<file path="src/rtl/mmem_ctl.sv">
// M-memory access controller: arbitrates RAM ports A (read) and B (write) between the
// CPU pipeline and the spy interface, with same-cycle write bypass and bounded spy starvation.
module mmem_ctl #(
    parameter int AW           = 5,
    parameter int DW           = 32,
    parameter int STARVE_LIMIT = 15
) (
    input  logic          clk,
    input  logic          reset,
    input  logic          cpu_rd,
    input  logic [AW-1:0] cpu_radr,
    input  logic          cpu_wr,
    input  logic [AW-1:0] cpu_wadr,
    input  logic [DW-1:0] cpu_wdata,
    output logic [DW-1:0] cpu_rdata,
    output logic          cpu_stall,
    input  logic          spy_req,
    input  logic          spy_we,
    input  logic [AW-1:0] spy_adr,
    input  logic [DW-1:0] spy_wdata,
    output logic          spy_ack,
    output logic [DW-1:0] spy_rdata,
    output logic          ram_rden,
    output logic [AW-1:0] ram_radr,
    input  logic [DW-1:0] ram_q,
    output logic          ram_wren,
    output logic [AW-1:0] ram_wadr,
    output logic [DW-1:0] ram_wdata
);

    localparam int CW = $clog2(STARVE_LIMIT + 1);

    typedef enum logic [1:0] {IDLE, WAIT, DONE} state_t;

    state_t        state;
    logic [CW-1:0] starve_cnt;
    logic          spy_we_q;
    logic [AW-1:0] spy_adr_q;
    logic [DW-1:0] spy_wdata_q;
    logic [DW-1:0] spy_rdata_q;
    logic          rd_cpu_q;
    logic          byp_hit_q;
    logic [DW-1:0] byp_data_q;

    logic          cpu_rd_acc;
    logic          cpu_wr_acc;
    logic          spy_grant;
    logic          spy_rd_go;
    logic          spy_wr_go;
    logic          byp_hit;
    logic [DW-1:0] rd_data;

    // Nothing reaches the RAM during reset; a stalled CPU request is dropped.
    assign cpu_rd_acc = cpu_rd & ~cpu_stall & ~reset;
    assign cpu_wr_acc = cpu_wr & ~cpu_stall & ~reset;
    assign spy_grant  = (state == WAIT) & ~reset &
                        (cpu_stall | (spy_we_q ? ~cpu_wr : ~cpu_rd));
    assign spy_rd_go  = spy_grant & ~spy_we_q;
    assign spy_wr_go  = spy_grant & spy_we_q;

    assign ram_rden  = cpu_rd_acc | spy_rd_go;
    assign ram_radr  = cpu_rd_acc ? cpu_radr : (spy_rd_go ? spy_adr_q : '0);
    assign ram_wren  = cpu_wr_acc | spy_wr_go;
    assign ram_wadr  = cpu_wr_acc ? cpu_wadr : (spy_wr_go ? spy_adr_q : '0);
    assign ram_wdata = cpu_wr_acc ? cpu_wdata : (spy_wr_go ? spy_wdata_q : '0);

    // The RAM returns stale data on a read/write collision, so forward the write data instead.
    assign byp_hit   = ram_rden & ram_wren & (ram_wadr == ram_radr);
    assign rd_data   = byp_hit_q ? byp_data_q : ram_q;

    assign cpu_rdata = rd_cpu_q ? rd_data : '0;
    assign spy_rdata = (spy_ack & ~spy_we_q) ? rd_data : spy_rdata_q;

    always_ff @(posedge clk) begin
        if (reset) begin
            state       <= IDLE;
            starve_cnt  <= '0;
            cpu_stall   <= 1'b0;
            spy_ack     <= 1'b0;
            spy_rdata_q <= '0;
            rd_cpu_q    <= 1'b0;
            byp_hit_q   <= 1'b0;
            byp_data_q  <= '0;
        end else begin
            rd_cpu_q   <= cpu_rd_acc;
            byp_hit_q  <= byp_hit;
            byp_data_q <= ram_wdata;
            cpu_stall  <= 1'b0;
            spy_ack    <= 1'b0;
            case (state)
                IDLE: begin
                    if (spy_req) begin
                        spy_we_q    <= spy_we;
                        spy_adr_q   <= spy_adr;
                        spy_wdata_q <= spy_wdata;
                        state       <= WAIT;
                    end
                end
                WAIT: begin
                    if (spy_grant) begin
                        starve_cnt <= '0;
                        spy_ack    <= 1'b1;
                        state      <= DONE;
                    end else begin
                        if (starve_cnt != CW'(STARVE_LIMIT))
                            starve_cnt <= starve_cnt + CW'(1);
                        // Hitting the limit forces a one-cycle CPU stall that guarantees the grant.
                        if (starve_cnt == CW'(STARVE_LIMIT - 1))
                            cpu_stall <= 1'b1;
                    end
                end
                DONE: begin
                    if (!spy_we_q)
                        spy_rdata_q <= rd_data;
                    state <= IDLE;
                end
                default: state <= IDLE;
            endcase
        end
    end

endmodule

</file>
<file path="config.mk">
export PLATFORM = sky130hd
export DESIGN_NAME = mmem_ctl
export DESIGN_NICKNAME = d
export VERILOG_FILES = /design/src/rtl/mmem_ctl.sv
export SDC_FILE = /design/constraint.sdc
export NUM_CORES = 1
export LEC_CHECK = 0
export CAP_MARGIN = 5
export CORE_MARGIN = 5
export CORE_UTILIZATION = 38
export CTS_CLUSTER_DIAMETER = 60
export DETAILED_ROUTE_END_ITERATION = 12
export GPL_ROUTABILITY_DRIVEN = 0
export PLACE_DENSITY = 0.75
export SYNTH_ARGS = -nofsm -noshare
export SYNTH_HDL_FRONTEND = slang
export SYNTH_SLANG_ARGS = --single-unit
</file>
<file path="constraint.sdc">
create_clock -name clk -period 6.33 [get_ports clk]
set_clock_uncertainty 0.1 [all_clocks]
set_input_delay 1.899 -clock clk [delete_from_list [all_inputs] [get_ports clk]]
set_output_delay 1.899 -clock clk [all_outputs]
set_load 0.01 [all_outputs]
</file>
**Word level (Yosys, flattened, before mapping)**

Cells that the tools add are included.

- Register bits: 112
- Bits of input ports: 117
- Output and inout bits: 110
- Logic and storage cells: 64

- $add $sub $neg: 1
- Equality and inequality tests: 7
- Mux-type cells: 17
- Bitwise logic cells: 20
- Reduce and logical (&&, ||, !) cells: 8

Operators by type and width:

| cell | number |
|---|---|
| 32-bit two-way mux | 5 |
| 5-bit two-way mux | 4 |
| 1-bit AND | 11 |
| 4-bit two-way mux | 2 |
| 1-bit inverter | 6 |
| 2-bit AND reduction | 3 |
| 5-bit == test | 1 |
| 4-bit by 1-bit adder with 4-bit output, second input constant | 1 |
| 4-bit == test, second input constant | 1 |
| 2-bit two-way mux | 2 |
| 2-bit inequality test, second input constant | 2 |
| 4-bit inequality test, second input constant | 1 |
| 2-bit one-hot mux with 2 select lines | 1 |
| 1-bit two-way mux | 3 |
| 1-bit OR | 3 |
| 3-bit AND reduction | 1 |
| 3-bit OR reduction | 1 |
| 2-bit by 1-bit == test with 1-bit output, second input constant | 1 |
| 2-bit == test, second input constant | 1 |
| 2-bit logical NOT | 1 |
| 2-bit nonzero test | 1 |
| 2-bit OR reduction | 1 |

**Logic depth before layout (Yosys ltp)**

- Depth in word-level cells: 9
- Depth in mapped cells: 7
- Depth with buffers taken out: 5

**Worst setup path before layout**

Ideal clock, no wire load.

- Path type: input-to-reg
- Start: input reset
- End: register spy_adr_q[0] (enable)
- Setup time: 0.544 ns
- Arrival: 6.038 ns
- Required time: 5.686 ns
- Setup slack: -0.352 ns
- Stages on the path: 2
- Buffers on the path: 1
- Path through: buf_6 nor4b_1

- Longest elaborated chain between the ends: 2

Ends and longest elaborated chain:

| item | line | text |
|---|---|---|
| start, declared | 9 | `input logic reset,` |
| 1-bit inverter (no line) | -- |  |
| 3-bit AND reduction (no line) | -- |  |
| end signal, assigned | 94 | `spy_adr_q <= spy_adr;` |
| end, declared | 38 | `logic [AW-1:0] spy_adr_q;` |

No other way between the ends.
A chain may end at the register's enable or synchronous reset.

**Worst setup path after layout**

- Start: input cpu_wr
- End: output ram_wadr[1]

- Longest elaborated chain between the ends: 7
- Elaborated cells between the ends (all ways): 9
- Classes of those cells: mux: 3; bitwise: 6

Ends and longest elaborated chain:

| item | line | text |
|---|---|---|
| start, declared | 12 | `input logic cpu_wr,` |
| 1-bit inverter | 57 | `(cpu_stall \| (spy_we_q ? ~cpu_wr : ~cpu_rd));` |
| 1-bit two-way mux | 57 |  |
| 1-bit OR | 57 |  |
| 1-bit AND | 56 | `assign spy_grant = (state == WAIT) & ~reset &` |
| 1-bit AND | 59 | `assign spy_wr_go = spy_grant & spy_we_q;` |
| 5-bit two-way mux | 64 | `assign ram_wadr = cpu_wr_acc ? cpu_wadr : (spy_wr_go ? spy_adr_q : '0);` |
| 5-bit two-way mux (*) | 64 |  |
| end, declared | 27 | `output logic [AW-1:0] ram_wadr,` |

Every way passes the cells marked *; elsewhere a longest branch is shown, timed or not.

==> impl_metrics.yaml <==
place:
  hpwl_um: 13000
  port_buffers: 226
  postPlaceCellArea_mm2: 0.00754
global_routing:
  grt_overflow: 0
  grt_pass1_vias: 4589
  grt_pass1_wl_um: 25400
  antenna_found_initial: 1
  grt_usage_pct: 20.0
  grt_max_degree: 74
clock_tree:
  cts.sinks: 112
  postCtsSetupBuffers: 0
  cts_made_buffers: 9
  cts_tree: "yes"
  ctsResizeCount: 0
  clock_latency_ns: 0.35
  cts-root-buf: "clkbuf_16"
  holdBufCountCts: 0
  cts_max_level: 3
  clk_transition_reported_paths_ns: 0.07
  clockBufferDepth: 2
logic_synthesis:
  synth-seq-cells: 112
  seq_area_frac_synth_pct: 50.8
  async_flop_share_pct: 0
  synthTopCellsByCount: "dfxtp_1 (74), a22o_1 (69), nand2_1 (50)"
  yosysTopAreaCellShare_pct: 28.7
  syn_area_mm2: 0.00516
  yosysWarnings: 0
  synth-edff-count: 38
  avgSynthCellArea_um2: 10.2
  synthCells: 505
  yosysUniqueCellTypes: 44
  synth_most_common_cell: "dfxtp_1"
  synthTopCellsByArea: "dfxtp_1 (29%), edfxtp_1 (22%), a22o_1 (12%)"
  synth_top_area_cell: "dfxtp_1"
  ys.flop_type: "dfxtp_1"
  syn-num-nets: 624
timing:
  slew_headroom_pct: 31.7
  tightestPinTransition_ns: 1.02
  finalSetupViolCount: 0
  slew_violations: 0
  hold_violations: 0
  period_minus_slack_ns: 5.93
  setup_tns_ns: 0
  fin_crit_sh_pct: 93.7
  fmax_mhz: 169
  rsz0062_at_grt: "false"
cells_and_area:
  area_growth_pct: 51.9
  n_antenna_cell: 0
  layout-drive-gt1-share_pct: 4.93
  stdcell_area_mm2: 0.00784
  fin_nets: 824
route:
  via_count: 4699
  wire_per_inst_um: 18.8
  ant_nets: 0
  drt_wl_total_um: 16600
  viasPerCell: 5.30
  first_iter_violations: 412
  drt-pass1-iter-count: 5
  drc: 0
worst_setup_path:
  cpLargestDelayFamily: "buffers and inverters"
  cpMostUsedCell: "clkdlybuf4s50_1"
  slowest_stage: "clkdlybuf4s50_1"
  crit_type: "input pin to primary output"
  arrival_ns: 3.93
  startpoint_type: "input pin"
  crit_required_ns: 4.33
  cp_max_fo: 16
  max_stage_delay_ns: 0.56
  worstSetupEndpointType: "primary output"
  cp.buffers_inverters: 3
  cp_cell_sequence: "clkdlybuf4s50_1 -> nand2b_1 -> and3_2 -> buf_4 -> a22o_1 -> clkdlybuf4s50_1"
power_and_ir_drop:
  sw_frac_of_total_pct: 23.6
  p_sw_mw: 0.384
  power_leakage_nw: 2.69
  seq_power_share_pct: 48.9
  p_per_area_mw_per_mm2: 207
  comb_power_share_pct: 16.5
  pwr-share-clk_pct: 34.6
  p_int_mw: 1.24
  vdd.ir_drop.worst_v: 0.000157
die:
  core-area_mm2: 0.0133
  die_x_um: 127
  dieArea_mm2: 0.0160
  start_util_pct: 38.8
  ios: 227
  die_h_um: 127
  rows: 42
flow_run:
  max_cap_viol_count: 0
run_status:
  outcome: "finished clean"
hold_path:
  min_path_type: "flip-flop to flip-flop"
## power by group through the flow
stage          sequential [mW]  combinational, mW  clock (mW)
2_1_floorplan            0.801              0.113           0
3_3_place_gp             0.811              0.264           0
3_5_place_dp             0.811              0.268           0
4_1_cts                  0.795              0.269       0.577
5_1_grt                  0.798              0.287       0.604
6_report                 0.795              0.268       0.562
## metal layers
metal	track usage [%]	part of all wire, %
met1	26.0	43
met2	33.2	49
met3	4.41	5.6
met4	6.69	2.4
met5	0	0
## cells in the final DEF, fill, tap and decap left out, types with 3 or more instances in the layout
| cell | n |
|---|---|
| clkdlybuf4s50_1 | 225 |
| a22oi_1 | 4 |
| nor2_1 | 36 |
| mux2i_1 | 33 |
| buf_4 | 5 |
| nand2b_1 | 3 |
| a211oi_1 | 33 |
| and3_1 | 4 |
| dfxtp_1 | 73 |
| o21a_1 | 3 |
| a21oi_1 | 7 |
| nand2_1 | 49 |
| nor2b_1 | 32 |
| o21ai_0 | 33 |
| a22o_1 | 69 |
| clkinv_4 | 4 |
| edfxtp_1 | 38 |
| clkbuf_16 | 9 |
| nand3_1 | 6 |
## cells by family after synthesis
| kind of cell | Yosys count | share of synthesized area [%] |
|---|---|---|
| and+or+nand+nor | 152 | 15.1 |
| adders and majority gates | 2 | 0.485 |
| buffers and inverters | 46 | 4.15 |
| AOI/OAI and AO/OA | 160 | 23.1 |
| muxes | 33 | 6.40 |
| DFF | 112 | 50.8 |
## worst min-delay path: stages, from the launching register on
cell	delay, ns
dfxtp_1	0.31
nor2_1	0.09
a211oi_1	0.05
## final cells by class
class | instances | area (um2)
Inverter | 2 | 7.51
Sequential cell | 112 | 2620
Fill cell | 1134 | 5460
Clock buffer | 10 | 229
Timing Repair Buffer | 233 | 2330
Clock inverter | 6 | 70.1
Multi-Input combinational cell | 347 | 2350
Tap cell | 176 | 220
## path summary, 6_finish.rpt
kind | from | end | slack (ns) | cells after the start
max | cpu_wr | ram_wadr[1] | 0.40 | 6
min | spy_rdata_q[13]$_SDFFE_PP0P_ | spy_rdata_q[13]$_SDFFE_PP0P_ | 0.40 | 2
max reg2reg | state[0]$_SDFFE_PP0P_ | byp_hit_q$_SDFF_PP0_ | 3.91 | 6
min reg2reg | spy_rdata_q[13]$_SDFFE_PP0P_ | spy_rdata_q[13]$_SDFFE_PP0P_ | 0.40 | 2
## registers in the layout (all words and copies together) (netlist names)
name and count:
spy_adr_q 5, rd_cpu_q 1, spy_wdata_q 32, byp_hit_q 1
state 2, spy_ack 1, byp_data_q 32, spy_rdata_q 32
cpu_stall 1, spy_we_q 1, starve_cnt 4
## through the flow
stage	hold slack, ns	worst slack (ns)	utilization (%)	std cells	power (mW)
global route	0.416	0.309	58.9	886	1.69
detailed placement	0.381	0.413	56.7	870	1.08
CTS	0.398	0.416	58.9	886	1.64
finish	0.401	0.398	58.9	886	1.63
floorplan	0.362	1.20	-	505	0.914
global placement	0.372	0.474	56.7	870	1.07
No activity file was read; power rests on OpenSTA's default activity.
